$ cat config.mk
export PLATFORM = sky130hd
export DESIGN_NAME = sram_controller
export DESIGN_NICKNAME = d
export VERILOG_FILES = /design/src/rtl/sram_controller.sv
export SDC_FILE = /design/constraint.sdc
export NUM_CORES = 1
export LEC_CHECK = 0
export CORE_UTILIZATION = 31
export CTS_BUF_LIST = sky130_fd_sc_hd__clkbuf_8
export DETAILED_ROUTE_END_ITERATION = 6
export GPL_TIMING_DRIVEN = 0
export RECOVER_POWER = 100
export SLEW_MARGIN = 10
export SYNTH_ARGS = -nofsm -noshare
export SYNTH_HDL_FRONTEND = slang
export SYNTH_SLANG_ARGS = --single-unit
$ cat constraint.sdc
create_clock -name clk -period 4.26 [get_ports clk]
set_clock_uncertainty 0.1 [all_clocks]
set_input_delay 0.426 -clock clk [delete_from_list [all_inputs] [get_ports clk]]
set_output_delay 0.426 -clock clk [all_outputs]
set_load 0.01 [all_outputs]
$ cat src/rtl/sram_controller.sv
// Data-memory responder: one 32-bit load/store becomes two half-word phases on
// an asynchronous 16-bit SRAM. ready stays low while an access is in flight.
module sram_controller #(
    parameter int BASE_ADDR     = 1024,
    parameter int ACCESS_CYCLES = 3,
    parameter int SRAM_AW       = 18
) (
    input  logic               clk,
    input  logic               rst,
    input  logic               rd_en,
    input  logic               wr_en,
    input  logic [31:0]        address,
    input  logic [31:0]        write_data,
    output logic [31:0]        read_data,
    output logic               ready,
    output logic [SRAM_AW-1:0] sram_addr,
    output logic [15:0]        sram_dq_out,
    output logic               sram_dq_oe,
    input  logic [15:0]        sram_dq_in,
    output logic               sram_we_n
);

    typedef enum logic [1:0] {S_IDLE, S_LOW, S_HIGH, S_DONE} state_t;

    state_t             r_state, w_next;
    logic [3:0]         r_cnt;
    logic [SRAM_AW-2:0] r_idx;
    logic [31:0]        r_data;
    logic               r_wr;
    logic [31:0]        r_rd_data;

    logic [31:0]        w_off;
    logic               w_req, w_last, w_phase, w_high;
    logic               w_unused;

    // Word index is (address - BASE_ADDR) >> 2; only the bits that reach the pad are kept.
    assign w_off    = address - 32'(BASE_ADDR);
    assign w_unused = ^{w_off[31:SRAM_AW+1], w_off[1:0]};
    assign w_req    = rd_en | wr_en;
    assign w_last   = (r_cnt == 4'(ACCESS_CYCLES));
    assign w_high   = (r_state == S_HIGH);
    assign w_phase  = (r_state == S_LOW) | w_high;

    always_comb begin
        w_next = r_state;
        ready  = 1'b0;
        case (r_state)
            S_IDLE: begin
                ready = ~w_req;
                if (w_req) w_next = S_LOW;
            end
            S_LOW:  if (w_last) w_next = S_HIGH;
            S_HIGH: if (w_last) w_next = S_DONE;
            S_DONE: begin
                ready  = 1'b1;
                w_next = S_IDLE;
            end
            default: w_next = S_IDLE;
        endcase
    end

    // Pad signals decode straight from registered state, so reset clears them at once.
    assign sram_addr   = w_phase ? {r_idx, w_high} : '0;
    assign sram_dq_oe  = w_phase & r_wr;
    assign sram_dq_out = sram_dq_oe ? (w_high ? r_data[31:16] : r_data[15:0]) : 16'h0;
    // Strobe releases on the last cycle of each phase so data is held past we_n rising.
    assign sram_we_n   = ~(sram_dq_oe & ~w_last);
    assign read_data   = r_rd_data;

    always_ff @(posedge clk or posedge rst) begin
        if (rst) begin
            r_state   <= S_IDLE;
            r_cnt     <= 4'd0;
            r_idx     <= '0;
            r_data    <= 32'h0;
            r_wr      <= 1'b0;
            r_rd_data <= 32'h0;
        end else begin
            r_state <= w_next;
            case (r_state)
                S_IDLE: begin
                    if (w_req) begin
                        r_idx  <= w_off[SRAM_AW:2];
                        r_data <= write_data;
                        r_wr   <= wr_en & ~rd_en;
                        r_cnt  <= 4'd1;
                    end
                end
                S_LOW, S_HIGH: begin
                    r_cnt <= w_last ? 4'd1 : r_cnt + 4'd1;
                    if (w_last && !r_wr) begin
                        if (w_high) r_rd_data[31:16] <= sram_dq_in;
                        else        r_rd_data[15:0]  <= sram_dq_in;
                    end
                end
                default: ;
            endcase
        end
    end

endmodule
==> results.md <==
* # DRC at 0
* Setup slack at placement at 1.454 ns
* Final RePlAce weighted congestion at 0.8126
* Pleak at 2.574 nW
* Ys Warns at 0
* Synthesized area per cell at 10.22 um2
* Routed vias/inst at 4.437
* Worst skew pair latency at 0.35 ns
* CTS sink cnt at 88
* Netlist cell types at 36
* Final WS setup at 0.7856 ns
* Via count at 3150
* Post-CTS sizing at 0
* Seq/Total Area, Yosys at 0.5556
* Crit path time final at 3.474 ns
* Setup TNS at 0 ns
* Final HPWL DP at 7258 um
* Top post-synthesis cells by area: dfrtp_1 56%, nand2_1 12%, mux2_2 9.1%
* Gr usage total at 0.1567
* Die Wd at 115.1 um
* Pwr Density at 706.3 mW/mm2
* Placed inst area at 0.005575 mm2
* Sw Share at 0.3812
* Post-CTS setup buffers at 0
* Global-route wire length before repair at 15850 um
* Synthesized cell area at 0.003964 mm2
* Final global-route overflow total at 0
* Worst-path clk slew at 0.09 ns
* Crit path required time at 3.73 ns
* Area growth syn-to-layout at 43.72%
* Rows at 40
* RSZ-0062 raised after global routing: false
* Sequential Power Share at 0.357
* Syn_nets at 479
* Util after Layout at 0.4665
* Worst-Margin Slew at 1.609 ns
* Final setup vio count at 0
* Vias in the first global route at 3193
* Comb power frac at 0.511
* CTS tree: built
* Psw at 1.534 mW
* CTS Hold Bufs at 0
* Antenna-violating nets left at 0
* Violated checks: capacitance limit, slew limit
* Crit end category: primary output
* I/O Buffers at 137
* Drt wl/cell at 13.88 um
* Multi-input logic area at 0.001624 mm2
* Max Freq at 287.8 MHz
* Internal at 2.490 mW
* Number of synthesized register bits at 88
* Filler Cell Count at 1240
* Rel. slew slack at -0.07267
* Layout Cells excl Fill at 710
* Detailed Routing Iterations Pass 1 at 4
* Count of final max-slew check failures at 66
* Yosys top cell area share at 0.5556
* WHS at 0.3734 ns
* Number of buffers created by CTS at 9
* First DRT Iteration DRCs at 115
* Die area at 0.01324 mm2
* Max-cap violations at 1
* Max FO, Critical Path at 10
* Max Root-Sink Buffers at 2
* Fin area at 0.005697 mm2
* Clk Tree Root Cell: clkbuf_8
* Crit path kind: reg2out
* ANT cells at 0
* WP data arrival at 2.95 ns
* Layout net count at 628
* Chip Height at 115.1 um
* Clock power share at 0.132
* Worst vdd rail ir drop at 0.0002178 V
* Dominant cell type by area after synthesis: dfrtp_1
* Hold Crit Class: reg2reg
* Largest net degree at the start of global routing at 66
* Tcrit/Tclk final at 0.8156
* Num ports at 153
* Gate Count Post-Synth at 388
* Register area at 0.002202 mm2
* Final Hold Vio Count at 0
* Initial antenna violation count at 0
* H-Tree Depth at 3
* Placed insts at 694
* Routed WL at 9852 um
* Core footprint at 0.01221 mm2
* Status: finished with violations
* Critical path startpoint category: register
* Initial core utilization at 0.3246
* Share of layout cells above drive strength 1 at 0.1015
* Power consumption at 4.024 mW
-- routing by layer --
| layer | part of all wire | global-route usage | wire length [um] |
|---|---|---|---|
| met3 | 0.075 | 0.04955 | 736 |
| met5 | 0 | 0 | 0 |
| met1 | 0.46 | 0.1997 | 4548 |
| met2 | 0.46 | 0.2522 | 4525 |
| met4 | 0.0041 | 0.05195 | 40 |
-- synthesized netlist by cell type, drive strengths merged --
| master | instances |
|---|---|
| a2111oi | 1 |
| a21oi | 3 |
| a221o | 1 |
| a22o | 1 |
| a31oi | 5 |
| a32o | 1 |
| and2 | 18 |
| buf | 5 |
| clkbuf | 14 |
| dfrtp | 88 |
| ha | 7 |
| inv | 8 |
| mux2 | 32 |
| mux2i | 17 |
| nand2 | 127 |
| nand2b | 2 |
| nand3 | 2 |
| nand3b | 1 |
| nand4b | 1 |
| nor2 | 24 |
| nor3b | 3 |
| nor4 | 2 |
| o211ai | 1 |
| o21a | 1 |
| o21ai | 8 |
| o22ai | 1 |
| o31ai | 3 |
| or2 | 1 |
| or3 | 3 |
| or3b | 2 |
| or4 | 4 |
| xnor2 | 1 |
-- sequential cells by signal, summed over array words and instances, names as in the netlist --
name and flops:
r_state 2, r_cnt 4, r_wr 1, r_data 32
r_idx 17, read_data 32
-- cell families (layout without fill, tap and decap cells) --
| group | Yosys count | after routing | share of synthesized area |
|---|---|---|---|
| buffers and inverters | 27 | 181 | 0.02936 |
| multiplexers | 49 | 49 | 0.1338 |
| XOR/XNOR | 1 | 1 | 0.002210 |
| flip-flops | 88 | 88 | 0.5556 |
| AO/OA/AOI/OAI | 26 | 26 | 0.04262 |
| adder cells (fa/ha/maj) | 7 | 7 | 0.02209 |
| AND/OR/NAND/NOR | 190 | 190 | 0.2143 |
-- power by group through the flow --
stage | Sequential, mW | Clock [mW] | Combinational [mW]
6_report | 1.44 | 0.532 | 2.05
5_1_grt | 1.49 | 0.596 | 2.29
4_1_cts | 1.45 | 0.559 | 2.23
3_5_place_dp | 1.47 | 0 | 2.22
3_3_place_gp | 1.45 | 0 | 2.19
2_1_floorplan | 1.50 | 0 | 1.11
-- cell usage in the layout, fill, tap and decap left out, types with 2 or more instances in the layout --
cell type	n
nor4_1	2
mux2i_1	17
or3_1	3
clkdlybuf4s50_1	81
o31ai_1	3
and2_0	14
a21oi_1	3
clkbuf_1	18
inv_1	7
or4_1	4
dfrtp_1	88
a31oi_1	5
nand3_1	2
and2_1	4
nand2b_1	2
nand2_1	127
clkbuf_8	9
o21ai_0	8
nor2_1	24
ha_1	7
mux2_2	32
clkinvlp_4	4
nor3b_1	3
clkinv_4	2
dlygate4sd3_1	56
-- final cells by class --
type,instances,area share
buffer,19,0.01274
clock buffer,9,0.02174
clock inverter,7,0.009884
inverter,8,0.005491
multi-input combinational,273,0.2851
sequential,88,0.3866
tap,168,0.03690
timing repair buffer,138,0.2416
-- critical path, stage by stage (launching register included) --
cell	delay, ns
dfrtp_1	0.41
inv_1	0.13
ha_1	0.21
clkbuf_1	0.51
buf_2	0.42
mux2i_1	0.22
nor2_1	0.07
dlygate4sd3_1	0.63
-- worst paths after layout --
path | start | cells after the start | slack (ns) | end
setup / recovery | r_state[0] | 7 | 0.79 | sram_dq_out[7]
hold / removal | r_idx[0] | 2 | 0.37 | r_idx[0]
setup reg to reg | r_state[0] | 7 | 0.79 | read_data[5]
hold reg to reg | r_idx[0] | 2 | 0.37 | r_idx[0]
max in group asynchronous | rst | 3 | 1.38 | r_cnt[1]
min in group asynchronous | rst | 2 | 0.62 | read_data[6]
Power figures use the tool's default switching activity.
==> variant, RTL diff (same flow settings) <==
The 4 states of `state_t` get a Gray code encoding in 2 bits.
--- a/src/rtl/sram_controller.sv
+++ b/src/rtl/sram_controller.sv
@@ -22,3 +22,3 @@
 
-    typedef enum logic [1:0] {S_IDLE, S_LOW, S_HIGH, S_DONE} state_t;
+    typedef enum logic [1:0] {S_IDLE = 2'b00, S_LOW = 2'b01, S_HIGH = 2'b11, S_DONE = 2'b10} state_t;
 
Function: no difference found for any inputs over 10 cycles, from zero or initial values and one cycle with rst high; not proved beyond that.
==> variant against the original RTL <==
- the flow still finishes with violations (capacitance limit, slew limit)
- count of clock-buffer cells in the layout grew 2
- wire length shrank 4.0%
- sequential cell count is the same
- area after synthesis shrank 2.1%
- worst setup slack gained 0.24 ns
- power grew 1.4%
- synthesized cell count shrank 24%
- cell area shrank 0.88%
==> variant: results (changes against the original RTL) <==
pwr:
  powerDensity_nw_per_um2: 723  # +2.3%
  ir_worst_vdd_uv: 272  # +25%
  p_leak_uw: 0.00237  # -7.8%
placed_design:
  placed_cell_area_um2: 5490  # -1.5%
  place_hpwl_mm: 6.88  # -5.3%
  dp_slack_ns: 1.46  # +0.00943 ns
  gp_congestion: 0.752  # -7.5%
global_route:
  grt_first_pass_wirelength_mm: 15.0  # -5.6%
  grt_pass1_vias: 2940  # -7.9%
  grt_start_max_net_pins: 62  # -6.1%
  met2_usage: 0.251  # -0.00140
  globalRouteTotalUtil: 0.152  # -0.00512
job:
  cap_violations: 1  # unchanged
critical_path:
  arrival_ns: 2.71  # -0.24 ns
layout:
  fillers: 1184  # -4.5%
  drive_gt1_frac: 0.201  # +0.0999
  final_net_count: 529  # -16%
routing:
  wl_met1_mm: 4.21  # -7.3%
  wl_met3_um: 512  # -30%
  routed-wl-met2_mm: 4.51  # -0.24%
  routed_wl_mm: 9.46  # -4.0%
  first_iter_violations: 80  # -30%
status:
  status: "complete, but fails checks"
  violations: "capacitance limit, slew limit"
synthesis:
  synth_nets: 380  # -21%
  avgSynthCellArea_um2: 13.2  # +29%
  synthTopCellsByArea: "dfrtp_1, mux2_2, mux2i_1, and2_1, a21oi_1"
  ys_seq_area_frac: 0.568  # +0.0120
  synth_cell_types: 35  # -2.8%
sta:
  slew_viol_final: 62  # -6.1%
==> variant: changes by cell type after synthesis, moves of 2 or more <==
cell,before,now
mux2_2,32,70
ha_1,7,2
clkbuf_1,14,4
inv_1,8,6
buf_6,1,3
mux2_1,0,3
nand2_1,127,5
or4_1,4,2
nor2_1,24,18
buf_2,3,8
o21ai_0,8,1
a21oi_1,3,15
==> variant: kinds of logic after synthesis <==
kind of cell,count (synthesis),synth area share
adders and majority gates,2,0.00645
xor gates and xnor gates,2,0.00452
buffers and inverters,23,0.0326
muxes,91,0.258
DFF,88,0.568
AOI/OAI and AO/OA,29,0.0442
and+or+nand+nor,59,0.0864
==> variant: final timing paths <==
kind                            start         endpoint  slack, ns  depth (start not counted)
hold reg to reg              r_idx[6]         r_idx[6]       0.39                          1
min in group asynchronous         rst    read_data[22]       0.65                          2
setup / recovery           r_state[1]  sram_dq_out[11]       1.02                          5
hold / removal               r_idx[6]         r_idx[6]       0.39                          1
max in group asynchronous         rst       r_data[12]       1.38                          3
setup reg to reg             r_cnt[0]    read_data[16]       1.46                          6
==> variant: critical path: stages, from the launching register on <==
cell and delay [ns]:
dfrtp_1 0.38, clkbuf_1 0.58, buf_2 0.45, mux2i_1 0.27, nor2_1 0.06, dlygate4sd3_1 0.62
==> variant: final cells by class <==
class	instances	area share
sequential	88	0.390
multi-input combinational	183	0.273
timing repair buffer	138	0.244
tap	168	0.0372
clock buffer	11	0.0268
clock inverter	4	0.0137
buffer	17	0.0115
inverter	6	0.00421
==> variant: power by group <==
part | switching [uW] | total (uW) | leakage (uW) | internal [uW]
clock | 302 | 663 | 0.000116 | 362
combinational | 835 | 1950 | 0.00122 | 1120
sequential | 207 | 1470 | 0.00104 | 1260
total | 1340 | 4080 | 0.00237 | 2740
